File: config.mk
export PLATFORM = sky130hd
export DESIGN_NAME = seq_pair_store
export DESIGN_NICKNAME = d
export VERILOG_FILES = /design/src/rtl/seq_pair_store_pkg.sv /design/src/rtl/seq_pair_store_bank.sv /design/src/rtl/seq_pair_store.sv
export SDC_FILE = /design/constraint.sdc
export NUM_CORES = 1
export LEC_CHECK = 0
export ABC_AREA = 1
export CAP_MARGIN = 20
export CELL_PAD_IN_SITES_DETAIL_PLACEMENT = 0
export CELL_PAD_IN_SITES_GLOBAL_PLACEMENT = 1
export CORE_ASPECT_RATIO = 1.75
export CORE_MARGIN = 3
export CORE_UTILIZATION = 40
export CTS_CLUSTER_DIAMETER = 150
export DETAILED_ROUTE_END_ITERATION = 12
export GPL_TIMING_DRIVEN = 1
export PLACE_DENSITY_LB_ADDON = 0.1
export RECOVER_POWER = 50
export SYNTH_ARGS = -nofsm -noshare
export SYNTH_HDL_FRONTEND = slang
export SYNTH_SLANG_ARGS = --single-unit
File: constraint.sdc
create_clock -name clk -period 3.1 [get_ports clk]
set_clock_uncertainty 0.05 [all_clocks]
set_input_delay 0.31 -clock clk [delete_from_list [all_inputs] [get_ports clk]]
set_output_delay 0.31 -clock clk [all_outputs]
set_load 0.05 [all_outputs]
File: src/rtl/seq_pair_store_pkg.sv
// Shared definitions for the sequence pair store.
// Provides the default symbol width, the load/read FSM state type and a helper
// computing the index port width for a given maximum sequence length.
package seq_pair_store_pkg;

    // 3 bits covers DNA plus gap; protein builds use 5.
    localparam int unsigned SymWDefault = 3;

    // The gap symbol is always all-ones of the symbol width.
    localparam logic [SymWDefault-1:0] GapDefault = '1;

    typedef enum logic [1:0] {
        StIdle,
        StLoadA,
        StLoadB,
        StReady
    } state_e;

    // Index ports are [BitAddr:0] with BitAddr = $clog2(n+1).
    function automatic int unsigned idx_width(int unsigned n);
        return $clog2(n + 1) + 1;
    endfunction

endpackage

File: src/rtl/seq_pair_store_bank.sv
// One sequence bank: N-deep symbol RAM plus length tracking.
// Ports:
//   clk, rst       clock, asynchronous active-low reset
//   clr            discard the current contents' length (new load begins)
//   wr, wr_last    accept wr_sym at the next address; wr_last commits the length
//   wr_sym         symbol to store
//   rd, rd_idx     registered read of address rd_idx (1..len valid)
//   len            committed length
//   ovf            combinational: this write was dropped because the bank is full
//   dout           read data, GAP for index 0 or beyond len, held when no read
//   idx_err        registered: last read index exceeded len
module seq_pair_store_bank
    import seq_pair_store_pkg::*;
#(
    parameter int unsigned N     = 128,
    parameter int unsigned SYM_W = SymWDefault,
    parameter int unsigned AW    = idx_width(N)
) (
    input  logic             clk,
    input  logic             rst,
    input  logic             clr,
    input  logic             wr,
    input  logic             wr_last,
    input  logic [SYM_W-1:0] wr_sym,
    input  logic             rd,
    input  logic [AW-1:0]    rd_idx,
    output logic [AW-1:0]    len,
    output logic             ovf,
    output logic [SYM_W-1:0] dout,
    output logic             idx_err
);

    localparam int unsigned      MW   = (N > 1) ? $clog2(N) : 1;
    localparam logic [AW-1:0]    NMax = AW'(N);
    localparam logic [SYM_W-1:0] Gap  = '1;

    logic [SYM_W-1:0] mem [N];
    logic [AW-1:0]    cnt_q, cnt_d;
    logic [AW-1:0]    len_q, len_d;
    logic [SYM_W-1:0] dout_q;
    logic             err_q;
    logic             full;
    logic             do_write;
    logic [AW-1:0]    rd_addr;
    logic             in_range;

    assign full     = (cnt_q == NMax);
    assign ovf      = wr & ~clr & full;
    assign do_write = wr & ~clr & ~full;

    always_comb begin
        cnt_d = cnt_q;
        len_d = len_q;
        if (clr) begin
            cnt_d = '0;
            len_d = '0;
        end else if (wr) begin
            if (!full) begin
                cnt_d = cnt_q + 1'b1;
            end
            // Overflowing symbols are dropped, so the committed length saturates at N.
            if (wr_last) begin
                len_d = full ? NMax : cnt_q + 1'b1;
            end
        end
    end

    always_ff @(posedge clk or negedge rst) begin
        if (!rst) begin
            cnt_q <= '0;
            len_q <= '0;
        end else begin
            cnt_q <= cnt_d;
            len_q <= len_d;
        end
    end

    // Address k is stored at mem[k-1]; contents survive reset and reload.
    always_ff @(posedge clk) begin
        if (do_write) begin
            mem[cnt_q[MW-1:0]] <= wr_sym;
        end
    end

    assign rd_addr  = rd_idx - 1'b1;
    assign in_range = (rd_idx != '0) && (rd_idx <= len_q);

    always_ff @(posedge clk or negedge rst) begin
        if (!rst) begin
            dout_q <= Gap;
            err_q  <= 1'b0;
        end else if (rd) begin
            dout_q <= in_range ? mem[rd_addr[MW-1:0]] : Gap;
            err_q  <= (rd_idx > len_q);
        end else begin
            err_q  <= 1'b0;
        end
    end

    assign len     = len_q;
    assign dout    = dout_q;
    assign idx_err = err_q;

endmodule

File: src/rtl/seq_pair_store.sv
// Runtime-loaded store for the A and B sequences of the Needleman-Wunsch core.
// A streaming port loads A then B; a read port returns symbol pairs one cycle
// after the request with a valid strobe.
// Ports:
//   clk, rst                 clock, asynchronous active-low reset
//   load_start               restart loading: clear lengths, go to LOAD_A
//   ld_valid/ld_ready/ld_last/ld_sym   load stream handshake and data
//   len_a, len_b             committed sequence lengths
//   ready                    both sequences loaded, reads accepted
//   len_err                  sticky overflow flag
//   en_read, change_index, i, j        fill-phase read request
//   en_traceB, i_t, j_t      traceback read request (wins over en_read)
//   doutA, doutB, dout_valid read data and strobe
//   idx_err                  with dout_valid: an index exceeded its length
module seq_pair_store
    import seq_pair_store_pkg::*;
#(
    parameter int unsigned N       = 128,
    parameter int unsigned SYM_W   = SymWDefault,
    parameter int unsigned BitAddr = $clog2(N + 1)
) (
    input  logic             clk,
    input  logic             rst,
    input  logic             load_start,
    input  logic             ld_valid,
    output logic             ld_ready,
    input  logic             ld_last,
    input  logic [SYM_W-1:0] ld_sym,
    output logic [BitAddr:0] len_a,
    output logic [BitAddr:0] len_b,
    output logic             ready,
    output logic             len_err,
    input  logic             en_read,
    input  logic             en_traceB,
    input  logic             change_index,
    input  logic [BitAddr:0] i,
    input  logic [BitAddr:0] j,
    input  logic [BitAddr:0] i_t,
    input  logic [BitAddr:0] j_t,
    output logic [SYM_W-1:0] doutA,
    output logic [SYM_W-1:0] doutB,
    output logic             dout_valid,
    output logic             idx_err
);

    localparam int unsigned AW = BitAddr + 1;

    state_e           state_q, state_d;
    logic             xfer;
    logic             wr_a, wr_b;
    logic             ovf_a, ovf_b;
    logic             err_a, err_b;
    logic             rd_issue;
    logic [AW-1:0]    idx_a, idx_b;
    logic             dout_valid_q;
    logic             len_err_q;

    assign ld_ready = (state_q == StLoadA) || (state_q == StLoadB);
    assign ready    = (state_q == StReady);
    assign xfer     = ld_valid & ld_ready;

    // A restart in the same cycle as a transfer discards that transfer.
    assign wr_a = xfer & (state_q == StLoadA) & ~load_start;
    assign wr_b = xfer & (state_q == StLoadB) & ~load_start;

    always_comb begin
        state_d = state_q;
        if (load_start) begin
            state_d = StLoadA;
        end else begin
            case (state_q)
                StLoadA: if (xfer && ld_last) state_d = StLoadB;
                StLoadB: if (xfer && ld_last) state_d = StReady;
                default: state_d = state_q;
            endcase
        end
    end

    always_ff @(posedge clk or negedge rst) begin
        if (!rst) begin
            state_q <= StIdle;
        end else begin
            state_q <= state_d;
        end
    end

    // Restart wins over a coincident read, so no result follows a load_start.
    assign rd_issue = ready & ~load_start & (en_traceB | (en_read & ~change_index));
    assign idx_a    = en_traceB ? i_t : i;
    assign idx_b    = en_traceB ? j_t : j;

    always_ff @(posedge clk or negedge rst) begin
        if (!rst) begin
            dout_valid_q <= 1'b0;
            len_err_q    <= 1'b0;
        end else begin
            dout_valid_q <= rd_issue;
            if (ovf_a || ovf_b) begin
                len_err_q <= 1'b1;
            end
        end
    end

    seq_pair_store_bank #(
        .N     (N),
        .SYM_W (SYM_W),
        .AW    (AW)
    ) u_bank_a (
        .clk     (clk),
        .rst     (rst),
        .clr     (load_start),
        .wr      (wr_a),
        .wr_last (ld_last),
        .wr_sym  (ld_sym),
        .rd      (rd_issue),
        .rd_idx  (idx_a),
        .len     (len_a),
        .ovf     (ovf_a),
        .dout    (doutA),
        .idx_err (err_a)
    );

    seq_pair_store_bank #(
        .N     (N),
        .SYM_W (SYM_W),
        .AW    (AW)
    ) u_bank_b (
        .clk     (clk),
        .rst     (rst),
        .clr     (load_start),
        .wr      (wr_b),
        .wr_last (ld_last),
        .wr_sym  (ld_sym),
        .rd      (rd_issue),
        .rd_idx  (idx_b),
        .len     (len_b),
        .ovf     (ovf_b),
        .dout    (doutB),
        .idx_err (err_b)
    );

    assign dout_valid = dout_valid_q;
    assign len_err    = len_err_q;
    // Bank error flags are only ever set by an issued read.
    assign idx_err    = err_a | err_b;

endmodule
* Word-level counts from Yosys, hierarchy flattened
Memories as Yosys holds them, arrays and structs flattened.
Cells that the tools add are included.
** Word-level totals
- Output and inout bits :: 29
- Bits in registers :: 48
- Memory bits (writable) :: 768
- Memories kept :: 2
- Logic and storage cells :: 94
- Bits of input ports :: 47
** Cells by class
- Reductions and logical operators :: 16
- Add/sub/neg operators :: 4
- Bitwise logic cells :: 20
- Multiplexer cells :: 28
- Equality and inequality tests :: 9
- Order comparisons :: 4
** Memory list
- u_bank_a.mem :: depth 128, width 3, rd ports 1, clocked after Yosys merged registers in 0, write ports 1, RTL line seq_pair_store_bank.sv:37 : logic [SYM_W-1:0] mem [N];
- u_bank_b.mem :: depth 128, width 3, rd ports 1, clocked after Yosys merged registers in 0, write ports 1, RTL line seq_pair_store_bank.sv:37
** Operators by type and width (number)
- $mux 9 :: 16
- $add 9x1->9 const B :: 2
- $eq 9x8->1 const B :: 2
- $gt 9x9->1 :: 2
- $le 9x9->1 :: 2
- $reduce_bool 9->1 :: 2
- $and 1x1->1 :: 14
- $sub 7x1->7 const B :: 2
- $reduce_and 2->1 :: 4
- $mux 1 :: 6
- $mux 2 :: 3
- $mux 3 :: 2
- $ne 3x2->1 const B :: 2
- $reduce_bool 2->1 :: 3
- $eq 2x2->1 const B :: 2
- $ne 2x2->1 const B :: 2
- $not 1->1 :: 4
- $pmux 2 s2 :: 1
- $logic_and 1x1->1 :: 3
- $reduce_and 3->1 :: 1
- $reduce_bool 3->1 :: 1
- $eq 2x1->1 const B :: 1
- $logic_or 1x1->1 :: 2
- $or 1x1->1 :: 2

* Logic depth before layout (Yosys ltp)
Gate-level depths: netlist of the first run.
- Word-level depth :: 9
- Depth in mapped cells :: 21
- Mapped depth without buffers :: 17

* Modules after synthesis
A second synthesis of the first run with hierarchy kept.
** Second synthesis, totals
- Cells, all modules :: 3594
- Area total of the unflattened synthesis :: 36471.2 um2
** By module, submodules not included
- seq_pair_store_bank at u_bank_b :: seq. area each 12085.3 um2, cells each 1786, area an instance 17998.5 um2, times used 1
- seq_pair_store_bank at u_bank_a :: seq. area each 12085.3 um2, cells each 1756, area an instance 17959.7 um2, times used 1
- seq_pair_store :: seq. area each 100.1 um2, cells each 52, area an instance 513.0 um2, times used 1

* Worst setup path before layout of the first run
Ideal clock, no wire load.
- Path kind :: input-to-reg
- From :: input port en_traceB
- To :: register u_bank_b.dout_q[0], in the netlist u_bank_b.dout[0]
- Path buffers :: 7
- Setup slack :: 0.261 ns
- Cell stages on the path :: 21
- Arrival time :: 2.731 ns
- Data required time :: 2.992 ns
- Setup time :: 0.058 ns
- Cell sequence :: buf_6 > buf_8 > nand2_2 > nand2_2 > buf_4 > buf_2 > ha_1 > buf_2 > clkinv_1 > clkbuf_1 > clkbuf_1 > nand3_1 > nand3_1 > nand3_1 > nand3_1 > nand3_1 > nand2_1 > nand2_1 > nand3_1 > nand2_1 > inv_1
** On the way
- Longest elaborated chain between the ends :: 4
- Elaborated cells between the ends (all ways) :: 9
- Those cells by class :: 1 x add/sub; 1 x order compare; 2 x mux; 2 x bitwise; 2 x reduce/logical; 1 x memory
** Ends and longest elaborated chain
- from (decl) :: RTL line seq_pair_store.sv:34 : input logic en_traceB,
- $mux 9 :: RTL line seq_pair_store.sv:90 : assign idx_b = en_traceB ? j_t : j;
- $sub 7x1->7 (tied with other cells) :: RTL line seq_pair_store_bank.sv:85 : assign rd_addr = rd_idx - 1'b1;
- $mem_v2 128x3 or $logic_and 1x1->1 (tied branches)
- $mux 3 :: RTL line seq_pair_store_bank.sv:93 : dout_q <= in_range ? mem[rd_addr[MW-1:0]] : Gap;
- to (signal assigned) :: RTL line seq_pair_store_bank.sv:90 : dout_q <= Gap;
- to (signal assigned) :: RTL line seq_pair_store_bank.sv:93
- to (decl) :: RTL line seq_pair_store_bank.sv:40 : logic [SYM_W-1:0] dout_q;
Parallel ways exist; a longest one is shown, timed or not.
A chain may end at the register's enable or synchronous reset.

* Final worst setup path of the first run
- From :: input port ld_sym[0]
- To :: memory u_bank_b.mem[78][0] (netlist bit) (data pin)
** RTL lines
- from (decl) :: RTL line seq_pair_store.sv:28 : input logic [SYM_W-1:0] ld_sym,
- to (decl) :: RTL line seq_pair_store_bank.sv:37
Straight into the memory's write port.

==> results of run 1 <==
per-stage QoR:
step                setup TNS [ns]  utilization (%)  cells
detailed placement           -1.43             44.2   5267
global placement             -1.13             44.2   5266
global route                -0.245             47.1   5419
CTS                              0             47.2   5417
floorplan                        0                -   3969
finish                           0             47.1   5419
power by group through the flow:
stage	clock network (mW)	logic [mW]	registers [mW]
2_1_floorplan	0	1.75	12.5
3_3_place_gp	0	3.63	12.4
3_5_place_dp	0	3.63	12.4
4_1_cts	10.5	3.64	12.2
5_1_grt	10.9	3.86	12.2
6_report	10.3	3.55	12.2
placed cells by master (no fill, tap or decap), drive strengths merged, types with 7 or more instances in the layout:
cell type / n
edfxtp: 768
nand3: 747
o211ai: 7
or2: 10
nor3: 10
dfrtp: 42
a21oi: 16
nor2: 302
nand4: 8
clkdlybuf4s50: 71
clkinv: 23
clkbuf: 128
xor2: 8
inv: 723
nand2: 1008
o22ai: 13
ha: 27
bufinv: 10
nand3b: 31
buf: 191
o21ai: 37
what timing repair did:
item | CTS | global route
hold buffers | 1 | 0
setup endpoints to repair | 0 | 63
endpoints found under the hold margin | 39 | 0
buffers inserted | 0 | 1
resized for setup | 0 | 7
worst reg2reg max path, cell delays in order (launching register included):
cell	delay (ns)
dfrtp_1	0.38
inv_1	0.07
ha_1	0.29
inv_1	0.10
nand3_1	0.13
nor2_1	0.20
nand2_1	0.22
nor3_1	0.30
buf_4	0.24
nand2_1	0.25
nor2_1	0.31
synth_stat cells, types with 3 or more instances:
cell type / count
nand2_1: 993
edfxtp_1: 768
nand3_1: 747
inv_1: 707
nor2_1: 298
clkbuf_1: 66
buf_2: 64
buf_4: 49
dfrtp_1: 42
o21ai_0: 32
nand3b_1: 31
ha_1: 27
a21oi_1: 16
nand2_2: 15
inv_2: 13
o22ai_1: 13
nor3_1: 9
or2_2: 8
nand4_1: 7
o211ai_1: 7
dfstp_2: 6
buf_1: 4
xor2_1: 4
xor2_2: 4
buf_6: 3
mux2i_1: 3
nor2_2: 3
o31ai_1: 3
state kept, by name, indices dropped and copies added (netlist names):
| register | count |
|---|---|
| u_bank_a.mem | 384 |
| u_bank_b.cnt_q | 9 |
| len_err | 1 |
| u_bank_b.idx_err | 1 |
| u_bank_a.dout | 3 |
| u_bank_a.len | 9 |
| state_q | 2 |
| u_bank_b.mem | 384 |
| dout_valid | 1 |
| u_bank_a.idx_err | 1 |
| u_bank_a.cnt_q | 9 |
| u_bank_b.dout | 3 |
| u_bank_b.len | 9 |
how the worst max path moves through the flow:
| stage | startpoint | to | slack, ns | cells past startpoint |
|---|---|---|---|---|
| after floorplan | en_traceB | u_bank_b.dout[0] | 0.26 | 21 |
| after global placement | en_traceB | u_bank_a.dout[2] | -0.26 | 15 |
| after detailed placement | en_traceB | u_bank_a.dout[0] | -0.33 | 15 |
| after CTS | state_q[0] | u_bank_a.mem[77][2] | 0.09 | 10 |
| after global routing | state_q[0] | u_bank_a.mem[14][1] | -0.03 | 10 |
| final | ld_sym[0] | u_bank_b.mem[78][0] | 0.22 | 2 |
layout make-up:
type	instances	area [µm²]	area share [%]
Clock buffer	111	2300	5.19
Clock inverter	38	454	1.02
Inverter	723	2720	6.12
Multi-Input combinational cell	2243	10200	23.0
Sequential cell	816	24300	54.7
Tap cell	1208	1510	3.40
Timing Repair Buffer	280	2930	6.60
cell families (layout without fill, tap and decap cells):
logic type      count (synthesis)  after routing  synth area share (%)
buf+inv                       910           1152                  9.75
fa+ha+maj                      27             27                 0.886
mux                             3              3                0.0788
xor+xnor                        8              8                 0.263
compound gates                 83             83                  1.30
flops                         816            816                  63.7
simple gates                 2122           2122                  24.0
metal layers:
metal,part of all wire (%),track usage [%]
met1,36,25.2
met2,56,46.0
met3,3.3,2.30
met4,4.6,10.5
met5,0,0
==> out/qor.csv, run 1 <==
metric,value,unit
io pins,76,
Peak VDD IR,0.447,mV
Tmin final,2.88,ns
layout cell share with drive strength beyond 1,9.31,%
DR vias,27100,
Required @ worst endpoint,3.41,ns
"FF+latch count, synth",816,
# setup viols final,0,
Core ar.,94300,µm²
CP Max Fanout,43,
Fillers,9080,
Switching Fraction,25.6,%
WL per Instance,21.4,µm
Clock Tree Buf Depth,3,
Area growth syn-to-layout,16.5,%
violations in the final reports,"max-capacitance violations, max-slew violations",
clock power share,39.5,%
CTS tree,done,
Clock Latency Late Sink,0.66,ns
Main synth FF type,edfxtp_1,
H-tree depth,3,
worst r2r path cells,10,
chip height,414,µm
Post-Syn Area,38100,µm²
diodes inserted,0,
Slew @ Worst Pin,2.86,ns
clk sinks,816,
crit-path leading delay family,buffers and inverters,
Starting Density,40.4,%
Area contributors post-synth,"edfxtp_1, nand3_1, nand2_1",
row count,149,
Post-Route WL,116000,µm
internal power,19.4,mW
P_sw,6.66,mW
Max Clock Freq,0.347,GHz
number of port buffers,75,
register share of total power,46.8,%
LEAKAGE,18.3,nW
placed cell area,41700,µm²
RSZ-0062 raised after global routing,yes,
clk root buf,clkbuf_16,
critical-path cell list,clkbuf_1 -> clkbuf_2,
crit share post-route,92.9,%
Worst Path Buf+Inv,2,
Total Routing Usage GR,23.6,%
CP endpoint kind,flop,
vias in the first global route,27600,
Final Hold Fails,0,
Netlist cell types,45,
Hold Crit Class,input pin to flop,
nets,4218,
pre-CTS setup slack,-0.330,ns
remaining antenna violation count,0,
first-pass GRT wire length,172000,µm
Final WS setup,0.219,ns
DRT Pass-1 Iters,5,
PwrDens,586,nW/µm²
"Reg clk slew, reported paths",0.07,ns
register-to-register setup slack,0.23,ns
post-synthesis sequential area ratio,63.7,%
Async SR Flop Fraction,5.88,%
maxcap violations,4,
HPWL after DPL,79100,µm
Final Max Slew Viols,261,
vias per cell,5.00,
routability cong.,0.834,
TritonCTS Buffers,80,
status,finished with violations,
Hold WS,0.324,ns
worst reg2reg endpoint,u_bank_a.mem[12][1],
Crit Path Class,input pin to flop,
dominant cell type by area after synthesis,edfxtp_1,
Die W,239,µm
initial antenna violation count,0,
startpoint types,input pin,
hold wc startpoint,ld_valid,
"Power, Total",26.0,mW
largest net degree at the start of global routing,92,
CP max stage delay,1.94,ns
synthesized net count,4043,
slew margin rel.,-90.7,%
number of synthesized flops with an enable pin,768,
Crit-path slowest cell,clkbuf_1,
GR Overflow Total,0,
post-synth top area share,60.5,%
Reg-to-Reg Start,state_q[0],
synthesized area per cell,9.60,µm²
crit path DAT,3.19,ns
WHS Path Cells,3,
YS warnings,0,
Cells after Synth,3969,
Final Instance Area,44400,µm²
Die ar.,99200,µm²
Logic pwr share,13.7,%
Initial DRC Count,1692,
WHS Endpoint,len_err,
drc violations,0,
Note: power is estimated with default switching activity, not from simulation.
==> inputs of run 2 (changes only) <==
CTS_BUF_LIST = sky130_fd_sc_hd__clkbuf_16   (was unset)
==> run 2 against run 1 <==
  * Highest routed layer unchanged
  * Combinational power about the same
  * Critical endpoint is now u_bank_a.mem[12][2]
  * Final cell count unchanged
  * First-iteration DRC count down 0.30%
  * Die area unchanged
  * Clock-buffer cell count down 26
  * Sequential share of layout area up 0.099 points
  * Via count down 0.17%
  * The flow still finishes with violations (max-capacitance violations, max-slew violations)
  * Wire length about the same
  * Setup slack worse by 0.018 ns
  * Flip-flop and latch count unchanged
==> out/qor.csv, run 2 (synthesis results as in run 1) <==
metric,value,unit
CP max stage delay,0.38,ns
Initial DRC Count,1687,
multi-input logic area,10200,µm²
startpoint types,flop,
crit path DAT,3.18,ns
Fillers,9086,
HPWL after DPL,79100,µm
"Reg clk slew, reported paths",0.07,ns
LEAKAGE,18.3,nW
GR Overflow Total,0,
Area growth syn-to-layout,16.3,%
Die W,239,µm
Final Max Slew Viols,261,
violations in the final reports,"max-capacitance violations, max-slew violations",
largest net degree at the start of global routing,92,
most frequent cells in the layout,"nand2_1, edfxtp_1, nand3_1",
critical-path cell list,inv_1 -> ha_1 -> inv_1 -> nand3_1 -> nor2_1 -> nand2_1 -> nor3_1 -> buf_4 -> nand2_1 -> nor2_1,
remaining antenna violation count,0,
Starting Density,40.4,%
Total Routing Usage GR,23.6,%
Final Hold Fails,0,
Clock Tree Buf Depth,3,
routability cong.,0.834,
Hold WS,0.322,ns
Placed Cells,5267,
TritonCTS Buffers,80,
Peak VDD IR,0.449,mV
clk sinks,816,
clk root buf,clkbuf_16,
slew margin rel.,-91.0,%
Tmin final,2.90,ns
chip height,414,µm
number of port buffers,75,
status,finished with violations,
PwrDens,582,nW/µm²
# setup viols final,0,
Hold Crit Class,input pin to flop,
WL per Instance,21.4,µm
maxcap violations,4,
Required @ worst endpoint,3.39,ns
Crit Path Class,flop to flop,
"Power, Total",25.8,mW
"commonest non-fill, non-tap cell in the layout",nand2_1,
H-tree depth,3,
RSZ-0062 raised after global routing,yes,
vias per cell,4.99,
DRT Pass-1 Iters,5,
row count,149,
Core ar.,94300,µm²
CP endpoint kind,flop,
layout cell share with drive strength beyond 1,9.12,%
Slew @ Worst Pin,2.87,ns
Post-Route WL,116000,µm
vias in the first global route,27600,
crit share post-route,93.5,%
Crit-path slowest cell,dfrtp_1,
Worst Path Buf+Inv,3,
first-pass GRT wire length,172000,µm
Die ar.,99200,µm²
CP Max Fanout,8,
crit-path leading delay family,simple AND/OR/NAND/NOR gates,
register area,24300,µm²
diodes inserted,0,
io pins,76,
Max Clock Freq,0.345,GHz
nets,4218,
initial antenna violation count,0,
Non-Filler Instances,5419,
Clock Latency Late Sink,0.66,ns
DR vias,27000,
CTS tree,done,
drc violations,0,
## run 2: changes by cell type in the layout (fill, tap and decap cells not counted), sizes merged
cell    before  now
inv        723  741
clkbuf     128  102
clkinv      23   31
## run 2: what timing repair did
| item | CTS | global route |
|---|---|---|
| hold endpoints to repair | 39 | 0 |
| setup buffers | 0 | 1 |
| gates resized for setup | 0 | 7 |
| hold buffers | 1 | 0 |
| setup endpoints to repair | 0 | 63 |
## run 2: tightest hold or removal path, delay by kind of cell
kind / cells / cell delay, ns
buffers and inverters: 1 / 0.47
AOI/OAI and AO/OA: 1 / 0.08
and+or+nand+nor: 1 / 0.14
## run 2: layout make-up
class / count / area share (%)
Clock buffer: 85 / 4.80
Tap cell: 1208 / 3.41
Inverter: 723 / 6.13
Timing Repair Buffer: 280 / 6.61
Multi-Input combinational cell: 2243 / 23.0
Sequential cell: 816 / 54.8
Clock inverter: 64 / 1.25
## run 2: worst paths after layout
path | from | end | slack, ns | cells past startpoint
max in group asynchronous | rst | u_bank_b.cnt_q[3] | 0.86 | 3
worst max register to register | state_q[0] | u_bank_a.mem[12][2] | 0.20 | 10
worst max-delay path | state_q[0] | u_bank_a.mem[12][2] | 0.20 | 10
min in group asynchronous | rst | u_bank_a.len[3] | 0.44 | 2
worst min register to register | len_err | len_err | 0.47 | 2
worst min-delay path | ld_valid | len_err | 0.32 | 3
## run 2: power by group
part / switching, mW / internal, mW
Sequential: 0.0592 / 12.1
Combinational: 2.36 / 1.19
Clock: 4.25 / 5.78
## run 2: through the flow
stage / cell area, µm² / setup TNS [ns] / util, % / setup WS [ns]
finish: 44300 / 0 / 47.0 / 0.201
global route: 44300 / -0.243 / 47.0 / -0.0281
CTS: 44400 / 0 / 47.1 / 0.0870
detailed placement: 41700 / -1.43 / 44.2 / -0.330
global placement: 41700 / -1.13 / 44.2 / -0.260
floorplan: 38100 / 0 / - / 0.261
## run 2: routing by layer
metal / part of all wire (%) / track usage, %
met1: 36 / 25.2
met2: 56 / 46.0
met3: 3.4 / 2.31
met4: 4.6 / 10.5
met5: 0 / 0
